### src/rtl/maxpool_window_feeder.sv
`default_nettype none
// ============================================================================
// Module   : maxpool_window_feeder
// Purpose  : Walks a square feature map window by window, streams each window
//            into the max-pool compare unit and writes the results back out.
// Option   : MAXPOOL_FEEDER_TIMEOUT_EN enables the WAIT-state watchdog.
// Revision : 1.0  initial release
// ============================================================================
module maxpool_window_feeder #(
    parameter int DATA_WIDTH    = 16,
    parameter int ADDR_WIDTH    = 16,
    parameter int CLK_NUM_WIDTH = 8
) (
    input  logic                     clk,
    input  logic                     rst,
    input  logic                     start,
    input  logic [7:0]               map_w,
    input  logic [2:0]               pool_k,
    input  logic [2:0]               pool_s,
    output logic                     busy,
    output logic                     done,
    output logic                     err,
    output logic                     rd_en,
    output logic [ADDR_WIDTH-1:0]    rd_addr,
    input  logic [DATA_WIDTH-1:0]    rd_data,
    output logic                     pool_clr,
    output logic                     cmp_valid,
    output logic [DATA_WIDTH-1:0]    cmp_data,
    output logic [CLK_NUM_WIDTH-1:0] data_num,
    input  logic                     result_ready,
    input  logic [DATA_WIDTH-1:0]    max_pool_result,
    output logic                     out_valid,
    output logic [ADDR_WIDTH-1:0]    out_addr,
    output logic [DATA_WIDTH-1:0]    out_data
);

    localparam logic [2:0] C_MAX_POOL = 3'd4;

    typedef enum logic [2:0] {
        S_IDLE  = 3'd0,
        S_CHECK = 3'd1,
        S_CLEAR = 3'd2,
        S_ISSUE = 3'd3,
        S_WAIT  = 3'd4,
        S_WRITE = 3'd5,
        S_FIN   = 3'd6
    } state_t;

    state_t                   state_q, state_d;
    logic [7:0]               map_w_q, map_w_d;
    logic [2:0]               k_q, k_d, s_q, s_d;
    logic [7:0]               out_w_q, out_w_d;
    logic [7:0]               wr_q, wr_d, wc_q, wc_d;
    logic [2:0]               i_q, i_d, j_q, j_d;
    logic                     err_q, err_d;
    logic                     cmp_valid_q;
    logic [CLK_NUM_WIDTH-1:0] data_num_q, data_num_d;
    logic [ADDR_WIDTH-1:0]    out_idx_q, out_idx_d;
    logic [DATA_WIDTH-1:0]    out_data_q, out_data_d;
`ifdef MAXPOOL_FEEDER_TIMEOUT_EN
    logic [5:0]               wd_q, wd_d;
`endif

    logic                  w_cfg_bad;
    logic [2:0]            w_div;
    logic [7:0]            w_out_w;
    logic [ADDR_WIDTH-1:0] w_row;
    logic [ADDR_WIDTH-1:0] w_rd_addr;
    logic                  w_result_ok;

    assign w_cfg_bad = (k_q == 3'd0) || (s_q == 3'd0) || (k_q > C_MAX_POOL) ||
                       (s_q > C_MAX_POOL) || ({5'd0, k_q} > map_w_q);
    // Divisor guarded so an illegal zero stride never reaches the divider.
    assign w_div     = (s_q == 3'd0) ? 3'd1 : s_q;
    assign w_out_w   = ((map_w_q - {5'd0, k_q}) / {5'd0, w_div}) + 8'd1;

    assign w_row     = ADDR_WIDTH'(wr_q) * ADDR_WIDTH'(s_q) + ADDR_WIDTH'(i_q);
    assign w_rd_addr = w_row * ADDR_WIDTH'(map_w_q) +
                       ADDR_WIDTH'(wc_q) * ADDR_WIDTH'(s_q) + ADDR_WIDTH'(j_q);

    // The result is only trusted once the last element has left the stream.
    assign w_result_ok = result_ready && !cmp_valid_q;

    always_comb begin
        state_d    = state_q;
        map_w_d    = map_w_q;
        k_d        = k_q;
        s_d        = s_q;
        out_w_d    = out_w_q;
        wr_d       = wr_q;
        wc_d       = wc_q;
        i_d        = i_q;
        j_d        = j_q;
        err_d      = err_q;
        data_num_d = data_num_q;
        out_idx_d  = out_idx_q;
        out_data_d = out_data_q;
`ifdef MAXPOOL_FEEDER_TIMEOUT_EN
        wd_d       = wd_q;
`endif
        case (state_q)
            S_IDLE: begin
                if (start) begin
                    map_w_d    = map_w;
                    k_d        = pool_k;
                    s_d        = pool_s;
                    data_num_d = CLK_NUM_WIDTH'({5'd0, pool_k} * {5'd0, pool_k});
                    err_d      = 1'b0;
                    state_d    = S_CHECK;
                end
            end
            S_CHECK: begin
                if (w_cfg_bad) begin
                    err_d   = 1'b1;
                    state_d = S_FIN;
                end else begin
                    out_w_d   = w_out_w;
                    wr_d      = 8'd0;
                    wc_d      = 8'd0;
                    i_d       = 3'd0;
                    j_d       = 3'd0;
                    out_idx_d = '0;
                    state_d   = S_CLEAR;
                end
            end
            S_CLEAR: state_d = S_ISSUE;
            S_ISSUE: begin
                if (j_q == k_q - 3'd1) begin
                    j_d = 3'd0;
                    if (i_q == k_q - 3'd1) begin
                        i_d     = 3'd0;
                        state_d = S_WAIT;
`ifdef MAXPOOL_FEEDER_TIMEOUT_EN
                        wd_d    = 6'd0;
`endif
                    end else begin
                        i_d = i_q + 3'd1;
                    end
                end else begin
                    j_d = j_q + 3'd1;
                end
            end
            S_WAIT: begin
                if (w_result_ok) begin
                    out_data_d = max_pool_result;
                    state_d    = S_WRITE;
                end
`ifdef MAXPOOL_FEEDER_TIMEOUT_EN
                else if (!cmp_valid_q) begin
                    if (wd_q == 6'd63) begin
                        err_d   = 1'b1;
                        state_d = S_FIN;
                    end else begin
                        wd_d = wd_q + 6'd1;
                    end
                end
`endif
            end
            S_WRITE: begin
                out_idx_d = out_idx_q + ADDR_WIDTH'(1);
                if (wc_q == out_w_q - 8'd1) begin
                    wc_d = 8'd0;
                    wr_d = wr_q + 8'd1;
                    state_d = (wr_q == out_w_q - 8'd1) ? S_FIN : S_CLEAR;
                end else begin
                    wc_d    = wc_q + 8'd1;
                    state_d = S_CLEAR;
                end
            end
            S_FIN:   state_d = S_IDLE;
            default: state_d = S_IDLE;
        endcase
    end

    always_ff @(posedge clk) begin
        if (rst) begin
            state_q     <= S_IDLE;
            map_w_q     <= 8'd0;
            k_q         <= 3'd0;
            s_q         <= 3'd0;
            out_w_q     <= 8'd0;
            wr_q        <= 8'd0;
            wc_q        <= 8'd0;
            i_q         <= 3'd0;
            j_q         <= 3'd0;
            err_q       <= 1'b0;
            cmp_valid_q <= 1'b0;
            data_num_q  <= '0;
            out_idx_q   <= '0;
            out_data_q  <= '0;
`ifdef MAXPOOL_FEEDER_TIMEOUT_EN
            wd_q        <= 6'd0;
`endif
        end else begin
            state_q     <= state_d;
            map_w_q     <= map_w_d;
            k_q         <= k_d;
            s_q         <= s_d;
            out_w_q     <= out_w_d;
            wr_q        <= wr_d;
            wc_q        <= wc_d;
            i_q         <= i_d;
            j_q         <= j_d;
            err_q       <= err_d;
            cmp_valid_q <= (state_q == S_ISSUE);
            data_num_q  <= data_num_d;
            out_idx_q   <= out_idx_d;
            out_data_q  <= out_data_d;
`ifdef MAXPOOL_FEEDER_TIMEOUT_EN
            wd_q        <= wd_d;
`endif
        end
    end

    // Windows are written in row-major order, so a running count equals wr*out_w+wc.
    assign busy      = (state_q != S_IDLE) && (state_q != S_FIN);
    assign done      = (state_q == S_FIN);
    assign err       = err_q;
    assign rd_en     = (state_q == S_ISSUE);
    assign rd_addr   = (state_q == S_ISSUE) ? w_rd_addr : '0;
    assign pool_clr  = (state_q == S_CLEAR);
    assign cmp_valid = cmp_valid_q;
    assign cmp_data  = rd_data;
    assign data_num  = data_num_q;
    assign out_valid = (state_q == S_WRITE);
    assign out_addr  = out_idx_q;
    assign out_data  = out_data_q;

endmodule
`default_nettype wire
### config.mk
export PLATFORM = sky130hd
export DESIGN_NAME = maxpool_window_feeder
export DESIGN_NICKNAME = d
export VERILOG_FILES = /design/src/rtl/maxpool_window_feeder.sv
export SDC_FILE = /design/constraint.sdc
export NUM_CORES = 1
export LEC_CHECK = 0
export CAP_MARGIN = 20
export CORE_AREA = 2 2 203 205
export DETAILED_ROUTE_END_ITERATION = 16
export DIE_AREA = 0 0 205 207
export GPL_TIMING_DRIVEN = 0
export HOLD_SLACK_MARGIN = 0.08
export PLACE_DENSITY = 0.5
export SLEW_MARGIN = 20
export SYNTH_ARGS = -nofsm -noshare
export SYNTH_HDL_FRONTEND = slang
export SYNTH_SLANG_ARGS = --single-unit
### constraint.sdc
create_clock -name clk -period 16.65 [get_ports clk]
set_input_delay 2.4975 -clock clk [delete_from_list [all_inputs] [get_ports clk]]
set_output_delay 2.4975 -clock clk [all_outputs]
set_load 0.02 [all_outputs]
==> results.py <==
metrics = {
    "run_status": {
        "status": "completed",
    },
    "cells_and_area": {
        "fin_nets": 1585,
        "area_delta_synth_final_pct": 21.1,
        "drive_gt1_share_pct": 4.64,
        "fin_util_pct": 29.8,
    },
    "synth": {
        "synthCells": 1231,
        "synth_edf_count": 0,
        "async_flop_share_pct": 0,
        "yosys_warnings": 0,
        "syn_area_um2": 9920,
        "synthTopCellsByArea": "fa_1, dfxtp_1, ha_1",
        "synth-seq-cells": 85,
        "synth_largest_area_cell": "fa_1",
        "yosysTopAreaCellShare_pct": 18.4,
        "synthFlopType": "dfxtp_1",
        "synthDistinctLibCells": 69,
        "avgSynthCellArea_um2": 8.06,
        "ys_seq_area_share_pct": 17.1,
    },
    "route": {
        "wl_met2_um": 13300,
        "antenna_left": 0,
        "wl_um": 27400,
        "wl_met1_um": 12700,
        "wl_per_cell_um": 14.5,
        "drc": 0,
        "vias": 8606,
        "wl_met3_um": 983,
        "first_iter_violations": 333,
        "highest_layer": "met4",
        "viasPerCell": 4.55,
        "drt_pass1_iterations": 5,
    },
    "global_routing": {
        "grt_pass1_wl_um": 45100,
        "globalRoute.totalOverflow": 0,
        "grt_antenna_before_repair": 0,
        "grt_pass1_vias": 8600,
        "grt_start_max_net_pins": 15,
        "track_usage_pct": 13.2,
    },
    "clock_tree": {
        "htree_levels": 3,
        "cts.repair.resized": 0,
        "cts_tree": "built",
        "worstSkewPairLatency_ns": 0.35,
        "cts_sinks": 85,
        "clock_path_buffers": 2,
        "post_cts_buffers": 0,
        "clkTransAtPathRegs_ns": 0.07,
        "cts_made_buffers": 9,
        "postCtsHoldBufs": 0,
        "clockRootBuffer": "clkbuf_16",
    },
    "worst_setup_path": {
        "crit_arrival_ns": 14.87,
        "crit_required_ns": 16.86,
        "critical_path.max_stage_delay_ns": 0.54,
        "critical-path-slowest-cell": "o32ai_4",
        "cp-end-kind": "flop",
        "cp_common_cell": "ha_1",
        "path_class": "reg -> reg",
        "cp_max_fo": 10,
        "start_kind": "flop",
    },
    "sta": {
        "tightest_slew_ns": 0.837,
        "period_minus_slack_ns": 14.66,
        "finalMaxSlewViolations": 0,
        "finalClockSkew_ns": 0.00882,
        "fin_setup_tns_ns": 0,
        "max_freq_mhz": 68.2,
        "rsz0062_at_grt": "false",
        "setup_viol": 0,
        "fin_crit_sh_pct": 88.0,
        "slew-limit-headroom_pct": 43.8,
        "hold_viol_final": 0,
    },
    "floorplanning": {
        "die_area_um2": 42400,
        "die_y_um": 207,
        "dieWidth_um": 205,
        "ios": 129,
        "rows": 74,
        "core_area_um2": 40400,
        "start_util_pct": 24.6,
    },
    "place": {
        "gp_congestion": 0.833,
        "numPortBuffers": 109,
        "hpwl_um": 22300,
    },
    "min_path": {
        "hp-class": "reg -> reg",
    },
    "flow_run": {
        "drv_cap": 0,
    },
}
## cell type report
class	instances	area [um^2]
plain buffers	70	348
clock buffers	10	239
repair buffers	109	1090
clock inverters	5	83.8
diodes	1	2.50
fillers	4368	28400
inverters	146	548
well taps	532	666
multi-input cells	932	7330
flip-flops and latches	85	1700
## critical path: cells and delay by family (launching register included)
| family | cells | cell delay, ns |
|---|---|---|
| multiplexers | 6 | 1.92 |
| XOR/XNOR | 1 | 0.17 |
| buffers and inverters | 1 | 0.43 |
| AND/OR/NAND/NOR | 15 | 3.58 |
| AO/OA/AOI/OAI | 23 | 5.01 |
| flip-flops | 1 | 0.50 |
| adder cells (fa/ha/maj) | 10 | 2.88 |
## final timing paths
path	slack, ns	end	start	depth (start not counted)
max	1.99	out_w_q[4]	map_w_q[2]	56
min	0.45	data_num[3]	data_num[3]	2
max reg2reg	1.99	out_w_q[4]	map_w_q[2]	56
min reg2reg	0.45	data_num[3]	data_num[3]	2
## stage by stage
stage,hold WS (ns),std cells,instance area [um^2],worst slack (ns)
4_1_cts,0.460,1889,12000,2.02
2_1_floorplan,0.448,1233,9930,4.34
3_3_place_gp,0.445,1874,11700,2.40
3_5_place_dp,0.450,1874,11700,2.08
5_1_grt,0.482,1889,12000,0.956
6_report,0.454,1890,12000,1.99
## sequential cells by signal (all words and copies together), names as in the netlist
| signal | cells |
|---|---|
| s_q | 3 |
| err | 1 |
| out_addr | 16 |
| cmp_valid | 1 |
| i_q | 3 |
| wc_q | 8 |
| state_q | 3 |
| out_data | 16 |
| j_q | 3 |
| data_num | 4 |
| out_w_q | 8 |
| wr_q | 8 |
| map_w_q | 8 |
| k_q | 3 |
## layout by cell type (no fill, tap or decap), types with 13 or more instances in the layout
| master | count |
|---|---|
| a21oi_1 | 71 |
| and2_1 | 59 |
| and3_1 | 16 |
| buf_4 | 20 |
| clkbuf_1 | 47 |
| clkdlybuf4s50_1 | 109 |
| dfxtp_1 | 85 |
| fa_1 | 91 |
| ha_1 | 91 |
| inv_1 | 145 |
| mux2i_1 | 24 |
| nand2_1 | 152 |
| nand3_1 | 20 |
| nor2_1 | 115 |
| nor2b_1 | 13 |
| nor3_1 | 14 |
| o21ai_0 | 44 |
| xnor2_1 | 44 |
| xor2_1 | 33 |
## metal layers
metal	GRT usage, %	vias to the layer above
li1	-	4250
met1	17.9	4186
met2	22.5	153
met3	1.42	17
met4	2.85	0
met5	0	-
## cell usage after synthesis (all sizes together), types with 8 or more instances
cell / number
nor2b: 13
nor3: 15
ha: 91
dfxtp: 85
o21ai: 44
mux2i: 24
fa: 91
nand3: 20
and2: 59
nor2: 116
buf: 23
or3: 8
o21a: 9
and3: 16
a21oi: 72
nand2: 152
clkbuf: 47
nand2b: 9
xnor2: 44
or2: 10
inv: 146
xor2: 33
## cell families (layout without fill, tap and decap cells)
logic type / count (synthesis) / count (layout) / synth area share, %
AND/OR/NAND/NOR: 448 / 448 / 21.5
buffers and inverters: 216 / 340 / 9.03
AO/OA/AOI/OAI: 192 / 192 / 12.4
adder cells (fa/ha/maj): 182 / 182 / 29.8
flip-flops: 85 / 85 / 17.1
XOR/XNOR: 78 / 78 / 7.02
multiplexers: 29 / 29 / 3.03
other: 1 / 4 / 0.0378
Power is left out: the tool's default activity adds up to more than one toggle a clock period on the data nets, which glitch-free logic cannot reach.
